**config.mk**
```make
export PLATFORM = sky130hd
export DESIGN_NAME = mipi_csi2_rx_ctrl
export DESIGN_NICKNAME = d
export VERILOG_FILES = /design/src/rtl/mipi_pkg.sv /design/src/rtl/mipi_line_meter.sv /design/src/rtl/mipi_csi2_rx_ctrl.sv
export SDC_FILE = /design/constraint.sdc
export NUM_CORES = 1
export LEC_CHECK = 0
export ABC_CLOCK_PERIOD_IN_PS = 5700
export CORE_MARGIN = 5
export CORE_UTILIZATION = 34
export CTS_BUF_LIST = sky130_fd_sc_hd__clkbuf_4 sky130_fd_sc_hd__clkbuf_8 sky130_fd_sc_hd__clkbuf_16
export DETAILED_ROUTE_END_ITERATION = 10
export GPL_ROUTABILITY_DRIVEN = 0
export GPL_TIMING_DRIVEN = 1
export SKIP_LAST_GASP = 1
export SLEW_MARGIN = 5
export SYNTH_ARGS = -nofsm -noshare
export SYNTH_HDL_FRONTEND = slang
export SYNTH_HIERARCHICAL = 1
export SYNTH_SLANG_ARGS = --single-unit
export TNS_END_PERCENT = 100
```
**constraint.sdc**
```tcl
create_clock -name clk -period 5.7 [get_ports clk]
set_clock_uncertainty 0.15 [all_clocks]
set_input_delay 1.71 -clock clk [delete_from_list [all_inputs] [get_ports clk]]
set_output_delay 1.71 -clock clk [all_outputs]
set_load 0.02 [all_outputs]
```
**src/rtl/mipi_pkg.sv**
```systemverilog
// ---------------------------------------------------------------------------
// mipi_pkg
// Shared definitions for the CSI-2 receive controller slice:
//   - state_e      : controller FSM state encoding
//   - RST_LANES    : num_active_lanes value after reset
//   - RST_TX_PERIOD: mipi_tx_period value after reset
// md_polarity resets to all zeros; its width depends on the MAX_LANES
// parameter of the top, so it is written as '0 at the point of use.
// ---------------------------------------------------------------------------
package mipi_pkg;

    typedef enum logic [1:0] {
        ST_IDLE     = 2'd0,
        ST_APPLY    = 2'd1,
        ST_WAIT_FS  = 2'd2,
        ST_IN_FRAME = 2'd3
    } state_e;

    localparam logic [2:0] RST_LANES     = 3'd1;
    localparam logic [7:0] RST_TX_PERIOD = 8'd0;

endpackage

```
**src/rtl/mipi_line_meter.sv**
```systemverilog
// ---------------------------------------------------------------------------
// mipi_line_meter
// Measures lines inside a frame: counts line starts, counts pixels per line
// and flags a line whose width differs from the line before it in the same
// frame. The first line of every frame only establishes the reference width.
// Ports:
//   clk, reset  : image clock, synchronous active-high reset
//   active      : counting enabled (controller is inside a frame)
//   clear       : start of frame, clears line/pixel counters
//   lvo, dvo    : line valid and pixel valid strobes
//   line_cnt    : lines started in the current frame (saturating)
//   line_width  : pixel count of the most recently finished line
//   width_err   : one-cycle pulse, finished line width mismatched
// ---------------------------------------------------------------------------
module mipi_line_meter (
    input  logic        clk,
    input  logic        reset,
    input  logic        active,
    input  logic        clear,
    input  logic        lvo,
    input  logic        dvo,
    output logic [15:0] line_cnt,
    output logic [15:0] line_width,
    output logic        width_err
);

    logic        lvo_q;
    logic        first_line;
    logic [15:0] pix_cnt;
    logic        lvo_rise;
    logic        lvo_fall;

    function automatic logic [15:0] sat_inc(input logic [15:0] v);
        return (v == 16'hFFFF) ? v : v + 16'd1;
    endfunction

    assign lvo_rise = lvo & ~lvo_q;
    assign lvo_fall = ~lvo & lvo_q;

    always_ff @(posedge clk) begin
        if (reset) begin
            lvo_q      <= 1'b0;
            first_line <= 1'b1;
            pix_cnt    <= '0;
            line_cnt   <= '0;
            line_width <= '0;
            width_err  <= 1'b0;
        end else begin
            lvo_q     <= lvo;
            width_err <= 1'b0;
            if (clear) begin
                line_cnt   <= '0;
                pix_cnt    <= '0;
                first_line <= 1'b1;
            end else if (active) begin
                if (lvo_rise) begin
                    line_cnt <= sat_inc(line_cnt);
                end
                if (lvo && dvo) begin
                    pix_cnt <= sat_inc(pix_cnt);
                end
                // line_width still holds the previous line's width here
                if (lvo_fall) begin
                    line_width <= pix_cnt;
                    pix_cnt    <= '0;
                    first_line <= 1'b0;
                    if (!first_line && (pix_cnt != line_width)) begin
                        width_err <= 1'b1;
                    end
                end
            end
        end
    end

endmodule

```
**src/rtl/mipi_csi2_rx_ctrl.sv**
```systemverilog
// ---------------------------------------------------------------------------
// mipi_csi2_rx_ctrl
// Sequences a CSI-2 deserializer: applies staged lane configuration with the
// deserializer held disabled for SETTLE_CYCLES, waits for frame start under
// a watchdog, tracks frames/lines/widths and raises sticky error flags.
// Ports:
//   clk, reset                 : image clock, synchronous active-high reset
//   cfg_start / cfg_stop       : begin capture / stop after current frame
//   cfg_single                 : stop after one frame
//   cfg_update + cfg_*_req     : stage a new lane/timing/polarity config
//   cfg_timeout                : frame-start watchdog limit, 0 disables
//   err_clear                  : clear sticky errors
//   fvo, lvo, dvo              : frame/line/pixel strobes
//   des_enable                 : deserializer enable
//   num_active_lanes, mipi_tx_period, md_polarity : applied config
//   busy, frame_done           : status and end-of-frame pulse
//   frame_count, line_count, line_width : status counters
//   err_timeout, err_width     : sticky error flags
// ---------------------------------------------------------------------------
module mipi_csi2_rx_ctrl
    import mipi_pkg::*;
#(
    parameter int MAX_LANES     = 3,
    parameter int SETTLE_CYCLES = 16
) (
    input  logic                 clk,
    input  logic                 reset,
    input  logic                 cfg_start,
    input  logic                 cfg_stop,
    input  logic                 cfg_single,
    input  logic                 cfg_update,
    input  logic [2:0]           cfg_lanes_req,
    input  logic [7:0]           cfg_tx_period_req,
    input  logic [MAX_LANES-1:0] cfg_polarity_req,
    input  logic [23:0]          cfg_timeout,
    input  logic                 err_clear,
    input  logic                 fvo,
    input  logic                 lvo,
    input  logic                 dvo,
    output logic                 des_enable,
    output logic [2:0]           num_active_lanes,
    output logic [7:0]           mipi_tx_period,
    output logic [MAX_LANES-1:0] md_polarity,
    output logic                 busy,
    output logic                 frame_done,
    output logic [15:0]          frame_count,
    output logic [15:0]          line_count,
    output logic [15:0]          line_width,
    output logic                 err_timeout,
    output logic                 err_width
);

    localparam logic [7:0] SETTLE_LAST = 8'(SETTLE_CYCLES - 1);

    state_e               state_q;
    state_e               state_d;
    logic                 fvo_q;
    logic [7:0]           settle_cnt;
    logic [23:0]          wd_cnt;
    logic                 stop_pending;
    logic                 update_pending;
    logic [2:0]           stg_lanes;
    logic [7:0]           stg_tx_period;
    logic [MAX_LANES-1:0] stg_polarity;

    logic                 fvo_rise;
    logic                 fvo_fall;
    logic                 wd_hit;
    logic                 apply_entry;
    logic                 frame_start;
    logic                 frame_end;
    logic                 timeout_err;
    logic [15:0]          meter_line_cnt;
    logic                 meter_width_err;

    assign fvo_rise = fvo & ~fvo_q;
    assign fvo_fall = ~fvo & fvo_q;
    // Widened compare so a limit of 24'hFFFFFF cannot wrap
    assign wd_hit   = (cfg_timeout != 24'd0) &&
                      (({1'b0, wd_cnt} + 25'd1) == {1'b0, cfg_timeout});

    always_comb begin
        state_d     = state_q;
        frame_end   = 1'b0;
        case (state_q)
            ST_IDLE: begin
                if (cfg_start && !cfg_stop) state_d = ST_APPLY;
            end
            ST_APPLY: begin
                if (cfg_stop)                       state_d = ST_IDLE;
                else if (settle_cnt == SETTLE_LAST) state_d = ST_WAIT_FS;
            end
            ST_WAIT_FS: begin
                if (cfg_stop)      state_d = ST_IDLE;
                else if (fvo_rise) state_d = ST_IN_FRAME;
                else if (wd_hit)   state_d = ST_APPLY;
            end
            ST_IN_FRAME: begin
                if (fvo_fall) begin
                    frame_end = 1'b1;
                    if (stop_pending || cfg_stop || cfg_single) state_d = ST_IDLE;
                    else if (update_pending)                    state_d = ST_APPLY;
                    else                                        state_d = ST_WAIT_FS;
                end
            end
            default: state_d = ST_IDLE;
        endcase
    end

    assign apply_entry = (state_d == ST_APPLY) && (state_q != ST_APPLY);
    assign frame_start = (state_q == ST_WAIT_FS) && (state_d == ST_IN_FRAME);
    assign timeout_err = (state_q == ST_WAIT_FS) && (state_d == ST_APPLY);

    mipi_line_meter u_line_meter (
        .clk        (clk),
        .reset      (reset),
        .active     (state_q == ST_IN_FRAME),
        .clear      (frame_start),
        .lvo        (lvo),
        .dvo        (dvo),
        .line_cnt   (meter_line_cnt),
        .line_width (line_width),
        .width_err  (meter_width_err)
    );

    always_ff @(posedge clk) begin
        if (reset) begin
            state_q          <= ST_IDLE;
            fvo_q            <= 1'b0;
            settle_cnt       <= '0;
            wd_cnt           <= '0;
            stop_pending     <= 1'b0;
            update_pending   <= 1'b0;
            stg_lanes        <= RST_LANES;
            stg_tx_period    <= RST_TX_PERIOD;
            stg_polarity     <= '0;
            num_active_lanes <= RST_LANES;
            mipi_tx_period   <= RST_TX_PERIOD;
            md_polarity      <= '0;
            des_enable       <= 1'b0;
            busy             <= 1'b0;
            frame_done       <= 1'b0;
            frame_count      <= '0;
            line_count       <= '0;
            err_timeout      <= 1'b0;
            err_width        <= 1'b0;
        end else begin
            state_q    <= state_d;
            fvo_q      <= fvo;
            des_enable <= (state_d == ST_WAIT_FS) || (state_d == ST_IN_FRAME);
            busy       <= (state_d != ST_IDLE);
            frame_done <= frame_end;

            if (frame_end) begin
                frame_count <= frame_count + 16'd1;
                line_count  <= meter_line_cnt;
            end

            if (apply_entry) begin
                settle_cnt <= '0;
            end else if (state_q == ST_APPLY) begin
                settle_cnt <= settle_cnt + 8'd1;
            end

            if ((state_q == ST_WAIT_FS) && (state_d == ST_WAIT_FS)) begin
                if (wd_cnt != 24'hFFFFFF) wd_cnt <= wd_cnt + 24'd1;
            end else begin
                wd_cnt <= '0;
            end

            // Applied config copies the staging value present before any
            // coincident cfg_update; that update then stays pending.
            if (apply_entry) begin
                num_active_lanes <= stg_lanes;
                mipi_tx_period   <= stg_tx_period;
                md_polarity      <= stg_polarity;
            end
            if (cfg_update) begin
                stg_lanes      <= cfg_lanes_req;
                stg_tx_period  <= cfg_tx_period_req;
                stg_polarity   <= cfg_polarity_req;
                update_pending <= 1'b1;
            end else if (apply_entry) begin
                update_pending <= 1'b0;
            end

            if (state_d == ST_IDLE) begin
                stop_pending <= 1'b0;
            end else if ((state_q == ST_IN_FRAME) && cfg_stop) begin
                stop_pending <= 1'b1;
            end

            // A set in the same cycle as err_clear takes priority
            if (timeout_err)    err_timeout <= 1'b1;
            else if (err_clear) err_timeout <= 1'b0;

            if (meter_width_err) err_width <= 1'b1;
            else if (err_clear)  err_width <= 1'b0;
        end
    end

endmodule

```
==> impl_results.html, run 1 <==
<table>
<tr><th>Metric</th><th>Value</th></tr>
<tr><th colspan="2">Logic synthesis</th></tr>
<tr><td>Yosys warnings</td><td>6</td></tr>
<tr><td>Average cell area after synthesis</td><td>8.634 um2</td></tr>
<tr><td>Number of library cell types mapped by synthesis</td><td>69</td></tr>
<tr><td>Commonest cells post-synth</td><td>153 x dfxtp_1, 103 x nand2_1, 59 x nor2_1, 53 x a21oi_1, 48 x xnor2_1</td></tr>
<tr><td>Top_reg_cell synth</td><td>dfxtp_1</td></tr>
<tr><td>Post-synthesis cell type with the largest combined area</td><td>dfxtp_1</td></tr>
<tr><td>Nets in the synthesized netlist</td><td>946</td></tr>
<tr><td>Top-area cell type share of the netlist area</td><td>39.73%</td></tr>
<tr><td>Number of enable-type register cells in the synthesized netlist</td><td>0</td></tr>
<tr><td>Most repeated cell in the gate-level netlist after synthesis</td><td>dfxtp_1</td></tr>
<tr><td>Register area share after synthesis</td><td>39.73%</td></tr>
<tr><td>Top post-synthesis cells by area</td><td>dfxtp_1 40%, xnor2_1 5.5%, nand2_1 5.0%, mux2i_1 4.5%, a21oi_1 3.4%</td></tr>
<tr><td>Synth Register Bits</td><td>153</td></tr>
<tr><td>Fraction of registers with async set or reset after synthesis</td><td>0%</td></tr>
<tr><td>Area of the mapped netlist</td><td>0.007710 mm2</td></tr>
<tr><td>Post-synthesis cell count</td><td>893</td></tr>
<tr><th colspan="2">Setup path</th></tr>
<tr><td>Sort of element at the start of the critical path</td><td>input port</td></tr>
<tr><td>Worst R2R End</td><td>u_line_meter/pix_cnt[3]</td></tr>
<tr><td>Data arrival time of the critical path</td><td>5.72 ns</td></tr>
<tr><td>Reg-to-reg setup timing slack</td><td>1.05 ns</td></tr>
<tr><td>Worst r2r path cells</td><td>13</td></tr>
<tr><td>WP data required</td><td>5.91 ns</td></tr>
<tr><td>CP endpoint kind</td><td>flop</td></tr>
<tr><td>Worst R2R Start</td><td>wd_cnt[5]</td></tr>
<tr><td>Worst setup path category</td><td>in -&gt; reg</td></tr>
<tr><td>Critical path peak fanout</td><td>4</td></tr>
<tr><th colspan="2">Timing</th></tr>
<tr><td>Min Tclk post-route</td><td>5.505 ns</td></tr>
<tr><td>Total setup violations reported at the end of the flow</td><td>0</td></tr>
<tr><td>Normalized max-slew margin</td><td>33.51%</td></tr>
<tr><td>Post-layout worst setup margin</td><td>0.1951 ns</td></tr>
<tr><td>Ratio of final minimum period to clock period</td><td>96.58%</td></tr>
<tr><td>Unrepaired setup endpoints after global routing</td><td>no</td></tr>
<tr><td>Count of endpoints failing hold in the final timing report</td><td>0</td></tr>
<tr><td>Transition at the pin with the smallest max-transition slack</td><td>0.9944 ns</td></tr>
<tr><td>Max-slew violation count</td><td>0</td></tr>
<tr><td>Maximum clock frequency</td><td>181.7 MHz</td></tr>
<tr><th colspan="2">Global routing</th></tr>
<tr><td>Global route hottest layer</td><td>met2</td></tr>
<tr><td>M3 GR Usage</td><td>3.387%</td></tr>
<tr><td>GRT met1 Usage</td><td>19.91%</td></tr>
<tr><td>Number of global-route vias before repair</td><td>6,422</td></tr>
<tr><td>Initial antenna violation count</td><td>0</td></tr>
<tr><td>Maximum number of pins on one net before global-route repair</td><td>103</td></tr>
<tr><td>Met2 usage in global routing</td><td>26.11%</td></tr>
<tr><td>Total track usage</td><td>15.50%</td></tr>
<tr><td>Global-route wire length before repair</td><td>33.17 mm</td></tr>
<tr><td>Overflow left after global routing</td><td>0</td></tr>
<tr><th colspan="2">Floorplan</th></tr>
<tr><td>Num ports</td><td>115</td></tr>
<tr><td>Chip height</td><td>160.6 um</td></tr>
<tr><td>Row count</td><td>55</td></tr>
<tr><td>Floorplan Core Area</td><td>0.02250 mm2</td></tr>
<tr><td>Initial cell density of the core</td><td>34.26%</td></tr>
<tr><td>Die area</td><td>0.02579 mm2</td></tr>
<tr><td>Die X-Extent</td><td>160.6 um</td></tr>
<tr><th colspan="2">Route</th></tr>
<tr><td>Number of iterations in the first detailed-routing pass</td><td>5</td></tr>
<tr><td>Number of nets still failing antenna checks after routing</td><td>0</td></tr>
<tr><td>Vias per inst</td><td>5.274</td></tr>
<tr><td>Routed wire length</td><td>20.11 mm</td></tr>
<tr><td>Total number of vias</td><td>6,740</td></tr>
<tr><td>DRC Markers</td><td>0</td></tr>
<tr><td>Starting DRT DRC Count</td><td>416</td></tr>
<tr><td>Post-DR wirelength/cell</td><td>15.74 um</td></tr>
<tr><th colspan="2">Finish</th></tr>
<tr><td>Count of nets after finishing</td><td>1,034</td></tr>
<tr><td>Area Growth Syn to Fin</td><td>25.61%</td></tr>
<tr><td>Final non-filler cell total</td><td>1,278</td></tr>
<tr><td>Final antenna diode count</td><td>0</td></tr>
<tr><td>Fraction of final layout cells with drive strength greater than 1</td><td>7.049%</td></tr>
<tr><td>Number of fillers in the final layout</td><td>2,190</td></tr>
<tr><th colspan="2">Placed design</th></tr>
<tr><td>Post-Place Setup Slack</td><td>-0.5254 ns</td></tr>
<tr><td>Port Buf Inserts</td><td>114</td></tr>
<tr><td>Dpl cells</td><td>1,247</td></tr>
<tr><td>Total half-perimeter wirelength after legalization and detailed placement</td><td>14.09 mm</td></tr>
<tr><th colspan="2">Pwr</th></tr>
<tr><td>Part of the total power dissipated in combinational logic</td><td>6.0%</td></tr>
<tr><td>Fraction of power spent switching nets</td><td>23.73%</td></tr>
<tr><td>Internal power summed over all cells</td><td>0.001808 W</td></tr>
<tr><td>Static leakage</td><td>3.281 nW</td></tr>
<tr><td>Sequential fraction of design power</td><td>45.9%</td></tr>
<tr><td>Switching power</td><td>0.0005626 W</td></tr>
<tr><td>Clock power frac</td><td>48.1%</td></tr>
<tr><td>Peak supply drop</td><td>0.1724 mV</td></tr>
<tr><td>Power per Cell Area</td><td>244.8 mW/mm2</td></tr>
<tr><th colspan="2">Clock tree</th></tr>
<tr><td>CTS clock-pin slew for the worst setup and hold paths</td><td>0.07 ns</td></tr>
<tr><td># hold bufs at CTS</td><td>0</td></tr>
<tr><td>TritonCTS clock tree</td><td>done</td></tr>
<tr><td>Clock latency on the worst-skew pair</td><td>0.42 ns</td></tr>
<tr><td>CTS H-tree lvls</td><td>4</td></tr>
<tr><td>Clk buf depth</td><td>2</td></tr>
<tr><td>Inserted Clock Buffers</td><td>17</td></tr>
<tr><td>CTS sink cnt</td><td>153</td></tr>
<tr><td>Clock Root Buffer</td><td>clkbuf_16</td></tr>
<tr><th colspan="2">Hold path</th></tr>
<tr><td>Hold path startpoint</td><td>u_line_meter/first_line</td></tr>
<tr><td>Terminating pin of the worst hold path</td><td>u_line_meter/width_err</td></tr>
<tr><td>Worst min path class</td><td>reg -&gt; reg</td></tr>
<tr><td>Cells on Worst Hold Path</td><td>1</td></tr>
<tr><th colspan="2">Flow run</th></tr>
<tr><td>Max-cap violations</td><td>0</td></tr>
<tr><th colspan="2">Run status</th></tr>
<tr><td>Result of the run</td><td>complete, no violations</td></tr>
</table>
## routing by layer
metal  routed length (um)  part of all wire [%]
met4                  315                   1.6
met2                 9741                    48
met5                    0                     0
met1                 9241                    46
met3                  813                   4.0
## per-stage QoR
stage / util [%] / total power, W / TNS (ns) / hold slack, ns / instance area (um2)
after floorplan: - / 0.001185 / 0 / 0.2506 / 7710
after global placement: 40.39 / 0.001254 / -12.07 / 0.2697 / 9089
after detailed placement: 40.39 / 0.001254 / -15.40 / 0.2695 / 9089
after CTS: 43.02 / 0.002408 / 0 / 0.2826 / 9681
after global routing: 43.04 / 0.002470 / 0 / 0.3119 / 9684
final: 43.04 / 0.002370 / 0 / 0.2850 / 9684
## power groups by stage
stage,logic (W),clock network (W),registers [W]
finish,0.000142,0.00114,0.00109
global route,0.000154,0.00123,0.00109
CTS,0.000144,0.00118,0.00109
detailed placement,0.000143,0,0.00111
global placement,0.000143,0,0.00111
floorplan,0.0000723,0,0.00111
## how the worst max path moves through the flow
| stage | startpoint | end | slack, ns | cells after the start |
|---|---|---|---|---|
| after floorplan | cfg_timeout[9] | u_line_meter/pix_cnt[3] | 0.21 | 14 |
| after global placement | cfg_timeout[9] | u_line_meter/pix_cnt[5] | -0.43 | 12 |
| after detailed placement | cfg_timeout[9] | u_line_meter/pix_cnt[5] | -0.53 | 12 |
| after CTS | cfg_timeout[9] | u_line_meter/pix_cnt[3] | 0.17 | 14 |
| after global routing | cfg_timeout[9] | u_line_meter/pix_cnt[13] | 0.03 | 15 |
| final | cfg_timeout[9] | u_line_meter/pix_cnt[3] | 0.20 | 14 |
## cell usage in the layout, fill, tap and decap left out, types with 4 or more instances in the layout
master and n:
and4_1 13, inv_6 6, dfxtp_1 153, buf_4 16, mux2i_1 35, ha_1 5
nand2_1 103, xnor2_1 48, o2111ai_1 4, a211oi_1 21, nor3_1 16, a21oi_1 53
nor2_1 57, or3_1 13, nand4_1 32, nand3_1 36, and3_1 13, o21ai_0 23
xor2_1 28, clkinvlp_4 5, inv_1 15, clkdlybuf4s50_1 113, a31oi_1 17, clkbuf_16 17
o31ai_1 5, or4_1 7, o211ai_1 5, nand2b_1 34, nor4_1 21, nor2b_1 9
## critical path, cell delays in order
cell and delay [ns]:
clkdlybuf4s50_1 0.43, xnor2_1 0.16, a21o_1 0.19, o311a_1 0.28, or4_1 0.52, or4b_1 0.47, or4_4 0.52, mux2i_1 0.17
nor2_1 0.10, buf_4 0.16, or2_2 0.33, nor3_4 0.13, or4b_1 0.44, nand3_1 0.09
## area by class of cell
| class | count | area, um2 | area share, % |
|---|---|---|---|
| flip-flops and latches | 153 | 3063 | 31.63 |
| clock inverters | 14 | 161.4 | 1.667 |
| well taps | 285 | 356.6 | 3.682 |
| clock buffers | 17 | 425.4 | 4.393 |
| inverters | 15 | 56.30 | 0.5814 |
| multi-input cells | 662 | 4310 | 44.51 |
| repair buffers | 132 | 1311 | 13.54 |
## sequential cells by signal, summed over array words and instances, names as in the netlist, 2 cells and up
register and count:
stg_polarity 3, u_line_meter/pix_cnt 16, stg_lanes 3, state_q 2, md_polarity 3, frame_count 16
settle_cnt 8, mipi_tx_period 8, num_active_lanes 3, wd_cnt 24, u_line_meter/line_width 16, u_line_meter/line_cnt 16
stg_tx_period 8, line_count 16
## kinds of logic (layout without fill, tap and decap cells)
| logic type | Yosys count | in the layout | share of synthesized area [%] |
|---|---|---|---|
| AO/OA/AOI/OAI | 158 | 158 | 13.57 |
| XOR/XNOR | 81 | 81 | 10.13 |
| flip-flops | 153 | 153 | 39.73 |
| buffers and inverters | 78 | 178 | 4.479 |
| AND/OR/NAND/NOR | 382 | 382 | 26.60 |
| multiplexers | 36 | 36 | 4.690 |
| adder cells (fa/ha/maj) | 5 | 5 | 0.8114 |
## repair_timing
action | in CTS | in global routing
buffers inserted | 0 | 0
pin swaps | 0 | 0
endpoints found under the setup margin | 23 | 5
resized for setup | 2 | 1
Note: power is estimated with default switching activity, not from simulation.
==> inputs of run 2 (changes only) <==
--- a/config.mk
+++ b/config.mk
@@ -12,6 +12,7 @@
 export DETAILED_ROUTE_END_ITERATION = 10
 export GPL_ROUTABILITY_DRIVEN = 0
 export GPL_TIMING_DRIVEN = 1
+export HOLD_SLACK_MARGIN = 0.1
 export SKIP_LAST_GASP = 1
 export SLEW_MARGIN = 5
 export SYNTH_ARGS = -nofsm -noshare
==> results of run 2 <==
Final layout, timing and power as in run 1 (identical DEF).
==> inputs of run 3 (changes only) <==
--- a/config.mk
+++ b/config.mk
@@ -11,7 +11,6 @@
 export CTS_BUF_LIST = sky130_fd_sc_hd__clkbuf_4 sky130_fd_sc_hd__clkbuf_8 sky130_fd_sc_hd__clkbuf_16
 export DETAILED_ROUTE_END_ITERATION = 10
 export GPL_ROUTABILITY_DRIVEN = 0
-export GPL_TIMING_DRIVEN = 1
 export HOLD_SLACK_MARGIN = 0.1
 export SKIP_LAST_GASP = 1
 export SLEW_MARGIN = 5
==> results of run 3 <==
Final layout, timing and power as in run 1 (identical DEF).
